**src/rtl/zoom_hdmi_pkg.sv**
```systemverilog
// Shared widths, blanking value and FSM encoding for the HDMI zoom-output pixel unpacker.
package zoom_hdmi_pkg;

  localparam int PIX_W        = 24;
  localparam int PIX_PER_WORD = 10;
  localparam int WORD_W       = PIX_W * PIX_PER_WORD;
  localparam int IDX_W        = $clog2(PIX_PER_WORD);

  localparam logic [PIX_W-1:0] BLANK_PIX = 24'h000000;

  typedef enum logic [1:0] {
    IDLE     = 2'd0,
    PREFETCH = 2'd1,
    RUN      = 2'd2
  } state_e;

endpackage

```
**src/rtl/zoom_hdmi_pix_unpack_if.sv**
```systemverilog
// FIFO-side and pixel-side signals of the unpacker; the unpacker uses the slave modport.
interface zoom_hdmi_pix_unpack_if;
  import zoom_hdmi_pkg::*;

  logic              frame_start;
  logic [WORD_W-1:0] fifo_rd_data;
  logic              fifo_empty;
  logic              fifo_rd_en;
  logic              pix_req;
  logic [PIX_W-1:0]  pix_data;
  logic              pix_valid;
  logic              underflow;
  logic              underflow_sticky;

  modport master (
    output frame_start, fifo_rd_data, fifo_empty, pix_req,
    input  fifo_rd_en, pix_data, pix_valid, underflow, underflow_sticky
  );

  modport slave (
    input  frame_start, fifo_rd_data, fifo_empty, pix_req,
    output fifo_rd_en, pix_data, pix_valid, underflow, underflow_sticky
  );

endinterface

```
**src/rtl/zoom_hdmi_word_buf.sv**
```systemverilog
// Two-slot (cur/nxt) prefetch buffer for FIFO words, with an outstanding-read credit
// counter and a drop counter that discards returns belonging to a flushed frame.
module zoom_hdmi_word_buf
  import zoom_hdmi_pkg::*;
#(
  parameter int FIFO_RD_LAT = 1
) (
  input  logic              clk,
  input  logic              rst_n,
  input  logic              flush_i,
  input  logic              rd_en_i,
  input  logic [WORD_W-1:0] rd_data_i,
  input  logic              consume_i,
  output logic [WORD_W-1:0] cur_data_o,
  output logic              cur_valid_o,
  output logic              credit_ok_o
);

  logic [WORD_W-1:0]      cur_q, cur_d;
  logic [WORD_W-1:0]      nxt_q, nxt_d;
  logic                   cur_vld_q, cur_vld_d;
  logic                   nxt_vld_q, nxt_vld_d;
  logic [1:0]             out_cnt_q, out_cnt_d;
  logic [1:0]             drop_cnt_q, drop_cnt_d;
  logic [FIFO_RD_LAT-1:0] rd_pipe_q, rd_pipe_d;
  logic                   ret_vld;
  logic                   ret_keep;
  logic [2:0]             used_cnt;

  // Track each issued read until its data shows up on rd_data_i.
  if (FIFO_RD_LAT == 1) begin : g_lat1
    assign rd_pipe_d = rd_en_i;
  end else begin : g_latn
    assign rd_pipe_d = {rd_pipe_q[FIFO_RD_LAT-2:0], rd_en_i};
  end

  assign ret_vld  = rd_pipe_q[FIFO_RD_LAT-1];
  assign ret_keep = ret_vld && !flush_i && (drop_cnt_q == 2'd0);

  assign used_cnt    = 3'(cur_vld_q) + 3'(nxt_vld_q) + 3'(out_cnt_q);
  assign credit_ok_o = (used_cnt < 3'd2);
  assign cur_data_o  = cur_q;
  assign cur_valid_o = cur_vld_q;

  always_comb begin
    out_cnt_d  = out_cnt_q + 2'(rd_en_i) - 2'(ret_vld);
    drop_cnt_d = drop_cnt_q;
    if (flush_i) begin
      drop_cnt_d = out_cnt_q - 2'(ret_vld);
    end else if (ret_vld && (drop_cnt_q != 2'd0)) begin
      drop_cnt_d = drop_cnt_q - 2'd1;
    end
  end

  // Shift first, then a kept return lands in whichever slot is free afterwards.
  always_comb begin
    cur_d     = cur_q;
    nxt_d     = nxt_q;
    cur_vld_d = cur_vld_q;
    nxt_vld_d = nxt_vld_q;
    if (flush_i) begin
      cur_vld_d = 1'b0;
      nxt_vld_d = 1'b0;
    end else begin
      if (consume_i) begin
        cur_d     = nxt_q;
        cur_vld_d = nxt_vld_q;
        nxt_vld_d = 1'b0;
      end
      if (ret_keep) begin
        if (!cur_vld_d) begin
          cur_d     = rd_data_i;
          cur_vld_d = 1'b1;
        end else begin
          nxt_d     = rd_data_i;
          nxt_vld_d = 1'b1;
        end
      end
    end
  end

  always_ff @(posedge clk or negedge rst_n) begin
    if (!rst_n) begin
      cur_q      <= '0;
      nxt_q      <= '0;
      cur_vld_q  <= 1'b0;
      nxt_vld_q  <= 1'b0;
      out_cnt_q  <= 2'd0;
      drop_cnt_q <= 2'd0;
      rd_pipe_q  <= '0;
    end else begin
      cur_q      <= cur_d;
      nxt_q      <= nxt_d;
      cur_vld_q  <= cur_vld_d;
      nxt_vld_q  <= nxt_vld_d;
      out_cnt_q  <= out_cnt_d;
      drop_cnt_q <= drop_cnt_d;
      rd_pipe_q  <= rd_pipe_d;
    end
  end

endmodule

```
**src/rtl/zoom_hdmi_pix_unpack.sv**
```systemverilog
// Serialises 240-bit zoom FIFO words into 24-bit HDMI pixels, one per pix_req, 1-cycle latency.
// Optional saturating frame statistics are enabled with `define ZOOM_HDMI_UNPACK_STAT_EN.
module zoom_hdmi_pix_unpack
  import zoom_hdmi_pkg::*;
#(
  parameter int FIFO_RD_LAT = 1
) (
  input  logic                  clk,
  input  logic                  rst_n,
  zoom_hdmi_pix_unpack_if.slave bus
`ifdef ZOOM_HDMI_UNPACK_STAT_EN
  ,
  output logic [23:0]           stat_pix_cnt,
  output logic [15:0]           stat_uf_cnt
`endif
);

  state_e             state_q, state_d;
  logic [IDX_W-1:0]   idx_q, idx_d;
  logic [PIX_W-1:0]   pix_data_q, pix_data_d;
  logic               pix_valid_q;
  logic               underflow_q, underflow_d;
  logic               sticky_q, sticky_d;
  logic               consume;
  logic               served;
  logic               rd_en;
  logic               cur_valid;
  logic               credit_ok;
  logic [WORD_W-1:0]  cur_data;
  logic [PIX_W-1:0]   pix_arr [PIX_PER_WORD];

  zoom_hdmi_word_buf #(
    .FIFO_RD_LAT (FIFO_RD_LAT)
  ) u_word_buf (
    .clk         (clk),
    .rst_n       (rst_n),
    .flush_i     (bus.frame_start),
    .rd_en_i     (rd_en),
    .rd_data_i   (bus.fifo_rd_data),
    .consume_i   (consume),
    .cur_data_o  (cur_data),
    .cur_valid_o (cur_valid),
    .credit_ok_o (credit_ok)
  );

  for (genvar gi = 0; gi < PIX_PER_WORD; gi++) begin : g_unpack
    assign pix_arr[gi] = cur_data[gi*PIX_W +: PIX_W];
  end

  assign rd_en = (state_q != IDLE) && !bus.fifo_empty && credit_ok;

  // frame_start overrides everything, including a coincident pix_req.
  always_comb begin
    state_d     = state_q;
    idx_d       = idx_q;
    pix_data_d  = BLANK_PIX;
    underflow_d = 1'b0;
    sticky_d    = sticky_q;
    consume     = 1'b0;
    served      = 1'b0;
    if (bus.frame_start) begin
      state_d  = PREFETCH;
      idx_d    = '0;
      sticky_d = 1'b0;
    end else begin
      unique case (state_q)
        IDLE: ;
        PREFETCH: begin
          if (cur_valid) state_d = RUN;
        end
        RUN: begin
          if (bus.pix_req && cur_valid) begin
            served     = 1'b1;
            pix_data_d = pix_arr[idx_q];
            if (idx_q == IDX_W'(PIX_PER_WORD - 1)) begin
              idx_d   = '0;
              consume = 1'b1;
            end else begin
              idx_d = idx_q + 1'b1;
            end
          end
        end
        default: state_d = IDLE;
      endcase
      if (bus.pix_req && !served) begin
        underflow_d = 1'b1;
        sticky_d    = 1'b1;
      end
    end
  end

  always_ff @(posedge clk or negedge rst_n) begin
    if (!rst_n) begin
      state_q     <= IDLE;
      idx_q       <= '0;
      pix_data_q  <= '0;
      pix_valid_q <= 1'b0;
      underflow_q <= 1'b0;
      sticky_q    <= 1'b0;
    end else begin
      state_q     <= state_d;
      idx_q       <= idx_d;
      pix_data_q  <= pix_data_d;
      pix_valid_q <= bus.pix_req;
      underflow_q <= underflow_d;
      sticky_q    <= sticky_d;
    end
  end

  assign bus.fifo_rd_en       = rd_en;
  assign bus.pix_data         = pix_data_q;
  assign bus.pix_valid        = pix_valid_q;
  assign bus.underflow        = underflow_q;
  assign bus.underflow_sticky = sticky_q;

`ifdef ZOOM_HDMI_UNPACK_STAT_EN
  logic [23:0] pix_run_q, stat_pix_q;
  logic [15:0] uf_run_q, stat_uf_q;

  // Running counts are snapshotted into the visible registers at each frame_start.
  always_ff @(posedge clk or negedge rst_n) begin
    if (!rst_n) begin
      pix_run_q  <= '0;
      uf_run_q   <= '0;
      stat_pix_q <= '0;
      stat_uf_q  <= '0;
    end else if (bus.frame_start) begin
      stat_pix_q <= pix_run_q;
      stat_uf_q  <= uf_run_q;
      pix_run_q  <= '0;
      uf_run_q   <= '0;
    end else begin
      if (served && (pix_run_q != '1)) pix_run_q <= pix_run_q + 1'b1;
      if (underflow_d && (uf_run_q != '1)) uf_run_q <= uf_run_q + 1'b1;
    end
  end

  assign stat_pix_cnt = stat_pix_q;
  assign stat_uf_cnt  = stat_uf_q;
`endif

endmodule

```
**src/flat_wrapper.sv**
```systemverilog
// flat-port wrapper written by rule: the top's interface ports become plain ports
module zoom_hdmi_pix_unpack_flat import zoom_hdmi_pkg::*;
#(
  parameter int FIFO_RD_LAT = 1
)
  (clk, rst_n, bus_frame_start, bus_fifo_rd_data, bus_fifo_empty, bus_pix_req, bus_fifo_rd_en, bus_pix_data, bus_pix_valid, bus_underflow, bus_underflow_sticky);
  zoom_hdmi_pix_unpack_if bus_i ();
  input  logic clk;
  input  logic rst_n;
  input wire logic [$bits(bus_i.frame_start)-1:0] bus_frame_start;
  input wire logic [$bits(bus_i.fifo_rd_data)-1:0] bus_fifo_rd_data;
  input wire logic [$bits(bus_i.fifo_empty)-1:0] bus_fifo_empty;
  input wire logic [$bits(bus_i.pix_req)-1:0] bus_pix_req;
  output wire logic [$bits(bus_i.fifo_rd_en)-1:0] bus_fifo_rd_en;
  output wire logic [$bits(bus_i.pix_data)-1:0] bus_pix_data;
  output wire logic [$bits(bus_i.pix_valid)-1:0] bus_pix_valid;
  output wire logic [$bits(bus_i.underflow)-1:0] bus_underflow;
  output wire logic [$bits(bus_i.underflow_sticky)-1:0] bus_underflow_sticky;
  assign bus_i.frame_start = bus_frame_start;
  assign bus_i.fifo_rd_data = bus_fifo_rd_data;
  assign bus_i.fifo_empty = bus_fifo_empty;
  assign bus_i.pix_req = bus_pix_req;
  assign bus_fifo_rd_en = bus_i.fifo_rd_en;
  assign bus_pix_data = bus_i.pix_data;
  assign bus_pix_valid = bus_i.pix_valid;
  assign bus_underflow = bus_i.underflow;
  assign bus_underflow_sticky = bus_i.underflow_sticky;
  zoom_hdmi_pix_unpack #(.FIFO_RD_LAT(FIFO_RD_LAT)) u_core (.clk(clk), .rst_n(rst_n), .bus(bus_i));
endmodule
```
**config.mk**
```make
export PLATFORM = sky130hd
export DESIGN_NAME = zoom_hdmi_pix_unpack_flat
export DESIGN_NICKNAME = d
export VERILOG_FILES = /design/src/rtl/zoom_hdmi_pkg.sv /design/src/rtl/zoom_hdmi_pix_unpack_if.sv /design/src/rtl/zoom_hdmi_word_buf.sv /design/src/rtl/zoom_hdmi_pix_unpack.sv /design/src/flat_wrapper.sv
export SDC_FILE = /design/constraint.sdc
export NUM_CORES = 1
export LEC_CHECK = 0
export ABC_CLOCK_PERIOD_IN_PS = 3000
export CAP_MARGIN = 10
export CORE_MARGIN = 8
export CORE_UTILIZATION = 50
export CTS_CLUSTER_SIZE = 14
export DETAILED_ROUTE_END_ITERATION = 7
export PLACE_DENSITY = 0.72
export SLEW_MARGIN = 20
export SYNTH_ARGS = -nofsm -noshare
export SYNTH_HDL_FRONTEND = slang
export SYNTH_SLANG_ARGS = --single-unit
```
**constraint.sdc**
```tcl
create_clock -name clk -period 3 [get_ports clk]
set_input_delay 0.6 -clock clk [delete_from_list [all_inputs] [get_ports clk]]
set_output_delay 0.6 -clock clk [all_outputs]
set_load 0.03 [all_outputs]
```
### After elaboration in Yosys (flattened, before gate mapping)

Index checks and enable logic that the tools add are counted.

| word-level totals | value |
|---|---|
| bits in registers | 520 |
| bits of input ports | 245 |
| logic and storage cells | 88 |

| operators by class | value |
|---|---|
| $add $sub $neg | 7 |
| $lt $le $gt $ge | 2 |
| equal/unequal tests | 5 |
| muxes and demuxes | 37 |
| bitwise logic cells | 2 |
| reductions and logical operators | 22 |

Operators by type and width:

| cell | number |
|---|---|
| $mux 240 | 3 |
| $mux 24 | 5 |
| $bmux 24 s4 | 1 |
| $mux 1 | 19 |
| $mux 4 | 4 |
| $reduce_bool 2->1 | 6 |
| $mux 2 | 4 |
| $logic_and 1x1->1 | 7 |
| $ge 5x5->1 const B | 1 |
| $not 4->5 | 1 |
| $add 4x1->4 const B | 1 |
| $eq 4x4->1 const B | 1 |
| $logic_not 2->1 | 2 |
| $pmux 2 s2 | 1 |
| $reduce_and 2->1 | 2 |
| $sub 2x1->2 | 2 |
| $add 2x2->3 | 1 |
| $logic_not 1->1 | 3 |
| $lt 3x2->1 const B | 1 |
| $ne 3x3->1 const B | 1 |
| $reduce_and 3->1 | 1 |
| $add 1x1->2 | 1 |
| $add 2x1->2 | 1 |
| $eq 2x1->1 const B | 1 |
| other kinds (5) | 5 |

### Depth between registers and ports, before layout

Gate-level depths: netlist of run 1.

| depth | value |
|---|---|
| word-level depth | 10 |
| depth in mapped cells | 11 |

### Cells and area by module

A second synthesis of run 1 with hierarchy kept.

| second synthesis, totals | value |
|---|---|
| cell total of the unflattened synthesis | 1,861 |
| area total of the unflattened synthesis | 23,829.1 um^2 |

By module, submodules not included:

| module | times used | cells an instance | area an instance (um^2) | seq. area each (um^2) |
|---|---|---|---|---|
| zoom_hdmi_word_buf | 1 | 1,568 | 20,659.8 | 12,186.7 |
| zoom_hdmi_pix_unpack | 1 | 293 | 3,169.3 | 825.8 |

### Worst setup path before layout of run 1

Ideal clock, no wire load.

| timing path | value |
|---|---|
| kind | flip-flop to flip-flop |
| from | reg u_core.idx_q[1] |
| to | reg u_core.u_word_buf.cur_q[100] (netlist: u_core.u_word_buf.cur_data_o[100]) |
| setup time | 0.086 ns |
| arrival | 2.573 ns |
| required time | 2.914 ns |
| setup slack | 0.341 ns |
| stages on the path, launching flop included | 12 |
| buffers on the path | 5 |
| clock period less this slack | 2.659 ns |
| cell sequence | dfrtp_1 > clkbuf_1 > buf_1 > inv_1 > ha_1 > and3b_1 > clkbuf_1 > nand3_1 > clkbuf_1 > clkbuf_1 > nand2_1 > a32oi_1 |

| between the ends | value |
|---|---|
| word-level cells in the longest chain between the ends | 9 |
| elaborated cells on any way between the ends | 10 |

Ends and longest elaborated chain:

| item | RTL line | text |
|---|---|---|
| from (decl) | zoom_hdmi_pix_unpack.sv:19 | `logic [IDX_W-1:0] idx_q, idx_d;` |
| from (signal assigned) | zoom_hdmi_pix_unpack.sv:102 | `idx_q <= idx_d;` |
| $eq 4x4->1 (*) | zoom_hdmi_pix_unpack.sv:75 | `if (idx_q == IDX_W'(PIX_PER_WORD - 1)) begin` |
| $mux 1 (*) | zoom_hdmi_pix_unpack.sv:75 |  |
| $mux 1 (*) | zoom_hdmi_pix_unpack.sv:72 | `if (bus.pix_req && cur_valid) begin` |
| $mux 1 (*) | zoom_hdmi_pix_unpack.sv:66 | `unique case (state_q)` |
| $mux 1 (*) | zoom_hdmi_pix_unpack.sv:61 | `if (bus.frame_start) begin` |
| $mux 1 | zoom_hdmi_word_buf.sv:65 | `if (consume_i) begin` |
| $mux 1 | zoom_hdmi_word_buf.sv:61 | `if (flush_i) begin` |
| $mux 240 | zoom_hdmi_word_buf.sv:71 | `if (!cur_vld_d) begin` |
| $mux 240 (*) | zoom_hdmi_word_buf.sv:70 | `if (ret_keep) begin` |
| to (signal assigned) | zoom_hdmi_word_buf.sv:92 | `cur_q <= cur_d;` |
| to (decl) | zoom_hdmi_word_buf.sv:19 | `logic [WORD_W-1:0] cur_q, cur_d;` |

Every way passes the cells marked *; elsewhere a longest branch is shown, timed or not. The select of a mux whose other input is x is not followed.
A chain may end at the register's enable or synchronous reset.

### Final worst setup path of run 1

| timing path | value |
|---|---|
| from | reg u_core.u_word_buf.cur_vld_q (netlist: u_core.u_word_buf.cur_valid_o) |
| to | out bus_fifo_rd_en |

| between the ends | value |
|---|---|
| word-level cells in the longest chain between the ends | 4 |

Ends and longest elaborated chain:

| item | RTL line | text |
|---|---|---|
| from (decl) | zoom_hdmi_word_buf.sv:21 | `logic cur_vld_q, cur_vld_d;` |
| from (signal assigned) | zoom_hdmi_word_buf.sv:94 | `cur_vld_q <= cur_vld_d;` |
| $add 1x1->2 | zoom_hdmi_word_buf.sv:40 | `assign used_cnt = 3'(cur_vld_q) + 3'(nxt_vld_q) + 3'(out_cnt_q);` |
| $add 2x2->3 | zoom_hdmi_word_buf.sv:40 |  |
| $lt 3x2->1 | zoom_hdmi_word_buf.sv:41 | `assign credit_ok_o = (used_cnt < 3'd2);` |
| $logic_and 1x1->1 | zoom_hdmi_pix_unpack.sv:50 | `assign rd_en = (state_q != IDLE) && !bus.fifo_empty && credit_ok;` |
| to (decl) | flat_wrapper.sv:14 | `output wire logic [$bits(bus_i.fifo_rd_en)-1:0] bus_fifo_rd_en;` |

Every way passes these cells.

==> impl_results.md, run 1 <==
* Status: completed
* Kind of critical path: register to primary output
* Post-synth EDFFs at 0
* Setup_tns at 0 ps
* Fin. Hold Viols at 0
* DR vias at 18100
* Met3 routed WL at 4660 um
* Pre-CTS setup slack at 78.9 ps
* Pin count of the biggest net entering global routing at 158
* NetSw at 6.39 mW
* Final worst path period share at 93.3%
* Total Power at 22.0 mW
* DIE AREA at 54400 um^2
* Cell Chain, Critical Path: ha_1, nand2_1, o21ai_0, or4_1, inv_1, buf_12
* TritonCTS Buffers at 53
* Worst-margin pin slew at 835 ps
* DR iter-0 viols at 1645
* RSZ-0062 raised after global routing: false
* Drt via density at 6.08
* Port buffer count at 272
* Max Slew Vio Count at 0
* I/O pins at 273
* Pint at 15.6 mW
* Ys Warns at 0
* Mapped cell area at 23600 um^2
* Clock-pin transition on the worst setup and hold timing paths at 60 ps
* Worst-path fanout max at 6
* Fraction of layout cells with a size suffix above 1 at 12.1%
* Met1 wire length at 30500 um
* Switching Fraction at 29.1%
* Leading area contributor after synthesis: dfrtp_1
* Flop pwr share at 47.6%
* Root buffer cell: clkbuf_16
* TritonCTS clock tree: built
* Final cell count without fillers at 2973
* Critical path data required time at 2400 ps
* Slew headroom at 44.3%
* Wirelength per Cell at 23.4 um
* HPWL Detailed at 45300 um
* Vias in the first global route at 18700
* CP max-delay cell: dfrtp_2
* Max Freq at 357 MHz
* Starting Density at 50.7%
* Most frequent cells in the layout: dfrtp_1 (518), nand2_1 (455), clkdlybuf4s50_1 (270), nor2_1 (220), a32oi_1 (213)
* Area Overhead vs Synth at 22.2%
* DP Cell Count at 2868
* Ranking of synthesized cells by area: dfrtp_1 (55%), mux2_1 (9.0%), a32oi_1 (7.9%), nand2_1 (7.2%), mux2_2 (3.6%)
* Worst EP arrival at 2200 ps
* Die height at 233 um
* Filler Cells Inserted at 3618
* Fin crit period at 2800 ps
* Register area share after synthesis at 55.1%
* Reg-to-reg slack, setup at 510 ps
* CTS max path bufs at 3
* Combinational power share at 22.2%
* Floorplan core area at 46600 um^2
* Nets at 2572
* Synth top area share at 55.1%
* First-pass GRT wire length at 108000 um
* Worst-Skew Late Latency at 610 ps
* DRT Wirelength at 69500 um
* Drt pass-1 iters at 5
* Hold Path Class: register to register
* Critical Path Max Stage Delay at 440 ps
* Mapped Cells at 2118
* Routability cong. at 0.833
* Met2 Wirelength at 32100 um
* Top FF cell, synth: dfrtp_1
* Worst Skew at 21.1 ps
* Most common cell after layout, fill and taps aside: dfrtp_1
* DRC errors left at 0
* Lkg Pwr at 13.0 nW
* Max IR drop VDD at 450 uV
* Startpoint types: register
* Clk sink count at 520
* Crit. End Element: primary output
* Routed Antenna Nets at 0
* Final-report setup violation count at 0
* Die X at 233 um
* Pwr Density at 761 nW/um^2
* Async SR Flop Fraction at 100%
* Core Rows at 79
* Max Cap Viol at 0
* Clock network power share at 30.2%
* Avg Inst Size Synth at 11.1 um^2
* Final setup margin at 201 ps
* Highest routed layer: met5
* Gr usage total at 25.3%
* Grt total ovfl at 0
* Post-Syn Nets at 2370
* Yosys reg bits at 520
* Yosys cell types at 38
* Initial antenna violation count at 3
* H-Tree Depth at 2
[sequential cells by signal, summed over array words and instances, names as in the netlist, 2 cells and up]
signal / flops
u_core.u_word_buf.cur_data_o: 240
u_core.state_q: 2
u_core.u_word_buf.drop_cnt_q: 2
u_core.bus.pix_data: 24
u_core.u_word_buf.nxt_q: 240
u_core.u_word_buf.out_cnt_q: 2
u_core.idx_q: 4
[metal layers]
layer / GRT usage (%) / vias to the layer above
li1: - / 7970
met1: 36.1 / 9325
met2: 38.6 / 668
met3: 4.84 / 110
met4: 8.37 / 4
met5: 0 / -
[kinds of logic after synthesis]
kind of cell	share of synthesized area [%]
and+or+nand+nor	12.3
xor gates and xnor gates	0.148
AOI/OAI and AO/OA	11.6
muxes	16.9
buffers and inverters	3.58
adders and majority gates	0.371
DFF	55.1
[power groups by stage]
stage,clock network [mW],logic [mW],registers [mW]
5_1_grt,7.05,5.32,10.7
6_report,6.64,4.87,10.5
3_3_place_gp,0,4.62,10.4
2_1_floorplan,0,3.24,10.1
3_5_place_dp,0,4.83,10.5
4_1_cts,6.75,4.86,10.4
[cell usage after synthesis, types with 24 or more instances]
cell	n
a221oi_1	24
mux2i_1	48
o21ai_0	29
a32oi_1	213
mux4_2	24
nand2_1	455
nor2_1	221
nand2b_1	33
mux2_1	189
clkbuf_1	112
o221a_2	27
buf_2	40
dfrtp_1	520
a21oi_1	33
mux2_2	75
[path summary, 6_finish.rpt]
kind                            depth (start not counted)                      endpoint                          start
worst max register to register                          6        u_core.bus.pix_data[9]                u_core.idx_q[1]
worst min-delay path                                    1  u_core.u_word_buf.nxt_q[221]   u_core.u_word_buf.nxt_q[221]
max in group asynchronous                               3  u_core.u_word_buf.nxt_q[224]                          rst_n
worst max-delay path                                    6                bus_fifo_rd_en  u_core.u_word_buf.cur_valid_o
worst min register to register                          1  u_core.u_word_buf.nxt_q[221]   u_core.u_word_buf.nxt_q[221]
min in group asynchronous                               2  u_core.u_word_buf.nxt_q[128]                          rst_n
[timing repair]
action | in CTS | in global routing
cloned | 0 | 0
endpoints found under the setup margin | 1 | 1
hold endpoints to repair | 51 | 0
gates resized for setup | 1 | 0
hold buffers | 1 | 0
buffers inserted | 0 | 3
[final cells by class]
type | instances | area (um^2) | area share, %
diodes | 3 | 7.51 | 0.0260
clock buffers | 81 | 1580 | 5.48
clock inverters | 17 | 170 | 0.589
inverters | 7 | 26.3 | 0.0910
multi-input cells | 1406 | 9820 | 34.0
flip-flops and latches | 520 | 13000 | 45.1
well taps | 607 | 759 | 2.63
repair buffers | 332 | 3490 | 12.1
[per-stage QoR]
step	hold WS (ps)	area [um^2]	util [%]
floorplan	304	23600	-
global placement	464	27100	58.2
detailed placement	474	27100	58.2
CTS	487	28800	61.9
global route	503	28900	62.0
finish	483	28900	62.0
[worst max-delay path: cells and delay by family (launching register included)]
kind | cells | cell delay (ps)
flops | 1 | 440
fa+ha+maj | 1 | 280
compound gates | 1 | 80
simple gates | 2 | 490
buf+inv | 2 | 310
No activity file was read; power rests on OpenSTA's default activity.
==> run 2, diff against run 1 <==
- ABC_CLOCK_PERIOD_IN_PS: 3000 -> 2600
- HOLD_SLACK_MARGIN: default -> 0.12
- SETUP_SLACK_MARGIN: default -> 0.5
- clock period: 3 -> 2.6 ns (I/O delays scaled with it)
==> impl_results.md, run 2 (synthesis results as in run 1) <==
* Fin. Hold Viols at 0
* Final hold slack at 471 ps
* Pwr Density at 870 nW/um^2
* Most frequent cells in the layout: dfrtp_1 (518), nand2_1 (455), clkdlybuf4s50_1 (251), nor2_1 (220), a32oi_1 (213)
* I/O pins at 273
* TritonCTS Buffers at 56
* Slew headroom at 43.0%
* Root buffer cell: clkbuf_16
* Max Cap Viol at 0
* Highest routed layer: met5
* Drt via density at 6.08
* Multi-input logic area at 9930 um^2
* Max Freq at 389 MHz
* Drt pass-1 iters at 5
* Clock-pin transition on the worst setup and hold timing paths at 60 ps
* First-pass GRT wire length at 112000 um
* Wirelength per Cell at 23.7 um
* Nets at 2618
* H-Tree Depth at 2
* DRC errors left at 0
* Gr usage total at 26.2%
* Port buffer count at 272
* Grt total ovfl at 0
* Critical path data required time at 2080 ps
* Routed Antenna Nets at 0
* Max Slew Vio Count at 0
* DR vias at 18300
* Fraction of layout cells with a size suffix above 1 at 14.4%
* Die X at 233 um
* Starting Density at 50.7%
* RSZ-0062 raised after global routing: true
* Most common cell after layout, fill and taps aside: dfrtp_1
* Max IR drop VDD at 518 uV
* Hold Path Class: input port to async pin
* CTS max path bufs at 3
* Die height at 233 um
* Status: completed
* TritonCTS clock tree: built
* Final-report setup violation count at 0
* Initial antenna violation count at 9
* DIE AREA at 54400 um^2
* Kind of critical path: register to primary output
* Crit. End Element: primary output
* Met2 Wirelength at 33200 um
* Area Overhead vs Synth at 25.8%
* Worst-margin pin slew at 855 ps
* Met3 routed WL at 5260 um
* Lkg Pwr at 13.5 nW
* Worst Skew at 20.4 ps
* Vias in the first global route at 18900
* Routability cong. at 0.854
* Pin count of the biggest net entering global routing at 109
* Met1 wire length at 30500 um
* HPWL Detailed at 48200 um
* DR iter-0 viols at 1636
* Floorplan core area at 46600 um^2
* Startpoint types: register
* Worst EP arrival at 2050 ps
* Core Rows at 79
* Setup_tns at 0 ps
* Clk sink count at 520
* Worst-Skew Late Latency at 610 ps
* Worst-path fanout max at 2
* Final worst path period share at 98.9%
* Filler Cells Inserted at 3571
* Fin crit period at 2570 ps
* FF+latch area at 13000 um^2
* DRT Wirelength at 71600 um
==> run 2: changes by cell type in the layout (fill, tap and decap cells not counted), sizes merged <==
cell	before	now
buf	61	103
clkbuf	81	90
inv	9	7
clkinv	11	4
dlygate4sd2	0	19
clkdlybuf4s50	270	251
diode	3	4
bufbuf	0	1
bufinv	3	2
==> run 2: timing repair <==
item / 4_1_cts / 5_1_grt
setup buffers: 4 / 0
hold buffers: 1 / 0
cloned: 1 / 0
hold endpoints to repair: 52 / 0
endpoints found under the setup margin: 435 / 508
resized for setup: 34 / 13
pin swaps: 3 / 2
==> run 2: worst max-delay path: stages (launching register included) <==
cell and delay [ps]:
dfrtp_1 380, ha_1 280, nand2_1 60, o21ai_1 70
or4_4 450, inv_4 90, buf_12 110
==> run 2: area by class of cell <==
cell class                      instances  share of cell area (%)
Antenna cell                            4                  0.0337
Inverter                                7                  0.0969
Clock inverter                          7                   0.307
Sequential cell                       520                    43.8
Multi-Input combinational cell       1406                    33.4
Timing Repair Buffer                  375                    14.0
Clock buffer                           90                    5.82
Tap cell                              607                    2.56
==> run 2: final timing paths <==
| kind | start | end | slack, ps | depth (start not counted) |
|---|---|---|---|---|
| worst max-delay path | u_core.u_word_buf.cur_valid_o | bus_fifo_rd_en | 30 | 6 |
| worst min-delay path | rst_n | u_core.u_word_buf.cur_data_o[207] | 470 | 2 |
| worst max register to register | u_core.idx_q[2] | u_core.u_word_buf.nxt_q[162] | 360 | 6 |
| worst min register to register | u_core.u_word_buf.nxt_q[209] | u_core.u_word_buf.nxt_q[209] | 480 | 1 |
| max in group asynchronous | rst_n | u_core.u_word_buf.cur_data_o[111] | 1210 | 3 |
| min in group clk | u_core.u_word_buf.nxt_q[209] | u_core.u_word_buf.nxt_q[209] | 480 | 1 |
==> run 2: where the power goes <==
group          switching, mW  internal [mW]
clock                   3.20           4.70
combinational           2.87           2.96
sequential              1.47           10.6
total                   7.54           18.3
==> run 2: metrics by stage <==
step	instances	util (%)	cell area, um^2	total power [mW]	setup slack [ps]
finish	3016	63.8	29700	25.8	29.5
global route	3013	63.8	29700	27.1	-41.3
CTS	3012	63.7	29700	25.9	-101
global placement	2909	59.5	27700	17.5	36.9
detailed placement	2909	59.5	27700	17.9	7.04
floorplan	2118	-	23800	15.4	358
==> run 2: layer usage <==
metal | vias to the layer above | global-route usage [%]
met2 | 708 | 40.7
met5 | - | 0
met1 | 9445 | 36.1
met4 | 10 | 9.66
li1 | 8051 | -
met3 | 131 | 5.39
==> run 3, diff against run 2 <==
- ABC_AREA: default -> 1
- CORE_ASPECT_RATIO: default -> 0.5
- PLACE_DENSITY: 0.72 -> 0.71
==> impl_results.md, run 3 <==
* Drt via density at 5.36
* Crit. End Element: primary output
* Most frequent cells in the layout: nand2_1 (1496), inv_1 (737), nand3_1 (519), dfrtp_1 (518), clkdlybuf4s50_1 (243)
* Yosys reg bits at 520
* Status: completed
* RSZ-0062 raised after global routing: true
* Wirelength per Cell at 18.9 um
* Vias in the first global route at 24800
* Core Rows at 60
* First-pass GRT wire length at 140000 um
* Routability cong. at 0.896
* Dpl cell area at 31700 um^2
* Area Overhead vs Synth at 24.1%
* Slew headroom at 48.3%
* Worst EP arrival at 1840 ps
* Clock-pin transition on the worst setup and hold timing paths at 70 ps
* Max Cap Viol at 0
* Nets at 4460
* DRC errors left at 0
* DR iter-0 viols at 3352
* Worst-margin pin slew at 775 ps
* Final-report setup violation count at 0
* Ranking of synthesized cells by area: dfrtp_1 (48%), nand2_1 (21%), inv_1 (10%), nand3_1 (9.6%), o21ai_0 (4.2%)
* Startpoint types: register
* Mapped Cells at 3984
* I/O pins at 273
* Top FF cell, synth: dfrtp_1
* Final worst path period share at 90.8%
* Avg Inst Size Synth at 6.86 um^2
* Die height at 181 um
* HPWL Detailed at 61200 um
* H-Tree Depth at 2
* # diodes at 0
* Worst-Skew Late Latency at 600 ps
* Gr usage total at 27.6%
* TritonCTS clock tree: built
* Register area share after synthesis at 47.6%
* Critical path data required time at 2080 ps
* Pwr Density at 923 nW/um^2
* Lkg Pwr at 19.4 nW
* Fin crit period at 2360 ps
* Fraction of layout cells with a size suffix above 1 at 5.87%
* Initial antenna violation count at 1
* DR vias at 26600
* Reg-to-reg slack, setup at 550 ps
* CTS max path bufs at 3
* Async SR Flop Fraction at 100%
* Hold Path Class: input port to async pin
* Setup_tns at 0 ps
* DIE AREA at 62900 um^2
* Leading area contributor after synthesis: dfrtp_1
* Floorplan core area at 53900 um^2
* Count leader, synth: nand2_1
* Kind of critical path: register to primary output
* Post-synth EDFFs at 0
* Mapped cell area at 27300 um^2
* Total Power at 31.3 mW
* Post-Syn Nets at 4236
* DRT Wirelength at 93500 um
* Starting Density at 50.7%
* Clk sink count at 520
* Drt pass-1 iters at 7
* Max Slew Vio Count at 0
* Port buffer count at 272
* Pin count of the biggest net entering global routing at 92
* Finished Cell Area at 33900 um^2
* DP Cell Count at 4843
* Worst Skew at 17.6 ps
* Grt total ovfl at 0
* Worst-path fanout max at 3
* Routed Antenna Nets at 0
* Synth top area share at 47.6%
* Max Freq at 423 MHz
* Worst-case reg-to-reg path depth at 12
* Final hold slack at 430 ps
* Max IR drop VDD at 625 uV
* Die X at 347 um
* TritonCTS Buffers at 48
* Synth top cells by count: nand2_1 (1499), inv_1 (738), nand3_1 (523)
* Final cell count without fillers at 4957
* Ys Warns at 0
* Root buffer cell: clkbuf_16
* Fin. Hold Viols at 0
* Yosys cell types at 23
* Most common cell after layout, fill and taps aside: nand2_1
==> run 3: timing repair <==
item,in CTS,in global routing
pin swaps,0,5
cloned,0,17
hold buffers,1,0
resized for setup,35,31
setup endpoints to repair,63,332
hold endpoints to repair,30,0
buffers inserted,0,10
==> run 3: critical path, stage by stage (launching register included) <==
cell,delay (ps)
dfrtp_1,400
ha_1,300
nand2_1,60
o21ai_1,120
nor4_4,200
buf_6,170
==> run 3: logic make-up after synthesis <==
kind of cell             count (synthesis)  synth area share (%)
AO/OA/AOI/OAI                          361                  6.68
XOR/XNOR                                 4                 0.128
adder cells (fa/ha/maj)                  7                 0.320
buffers and inverters                  996                  14.1
flip-flops                             520                  47.6
AND/OR/NAND/NOR                       2096                  31.2
==> run 3: worst paths after layout <==
path                                           startpoint                                to
setup reg to reg                          u_core.idx_q[1]  u_core.u_word_buf.cur_data_o[50]
hold reg to reg               u_core.u_word_buf.nxt_q[76]       u_core.u_word_buf.nxt_q[76]
min in group clk                              bus_pix_req              u_core.bus.pix_valid
max in group asynchronous                           rst_n    u_core.u_word_buf.out_cnt_q[1]
hold / removal                                      rst_n      u_core.u_word_buf.nxt_q[120]
setup / recovery           u_core.u_word_buf.out_cnt_q[0]                    bus_fifo_rd_en
==> run 3: final cells by class <==
cell class                      instances  area, um^2
Fill cell                            4718       20000
Sequential cell                       520       13000
Multi-Input combinational cell       2468       10600
Timing Repair Buffer                  429        5060
Inverter                              741        2780
Clock buffer                           78        1500
Tap cell                              713         892
Clock inverter                          8        92.6
==> run 3: layer usage <==
metal	routed length, um	track usage, %	up-vias
li1	-	-	12400
met4	3130	9.06	0
met3	9900	5.22	177
met5	0	0	-
met2	41000	41.8	1312
met1	39500	39.7	12600
==> run 3: power breakdown <==
part | switching [mW] | internal [mW] | total (mW)
clock | 3.25 | 4.12 | 7.37
sequential | 1.86 | 11.4 | 13.3
combinational | 6.40 | 4.26 | 10.7
==> run 3: per-stage QoR <==
stage                     setup slack, ps  util (%)
final                                 238      63.0
after CTS                             184      61.7
after global routing                  143      63.0
after floorplan                       497         -
after detailed placement             64.6      58.8
after global placement               79.2      58.8
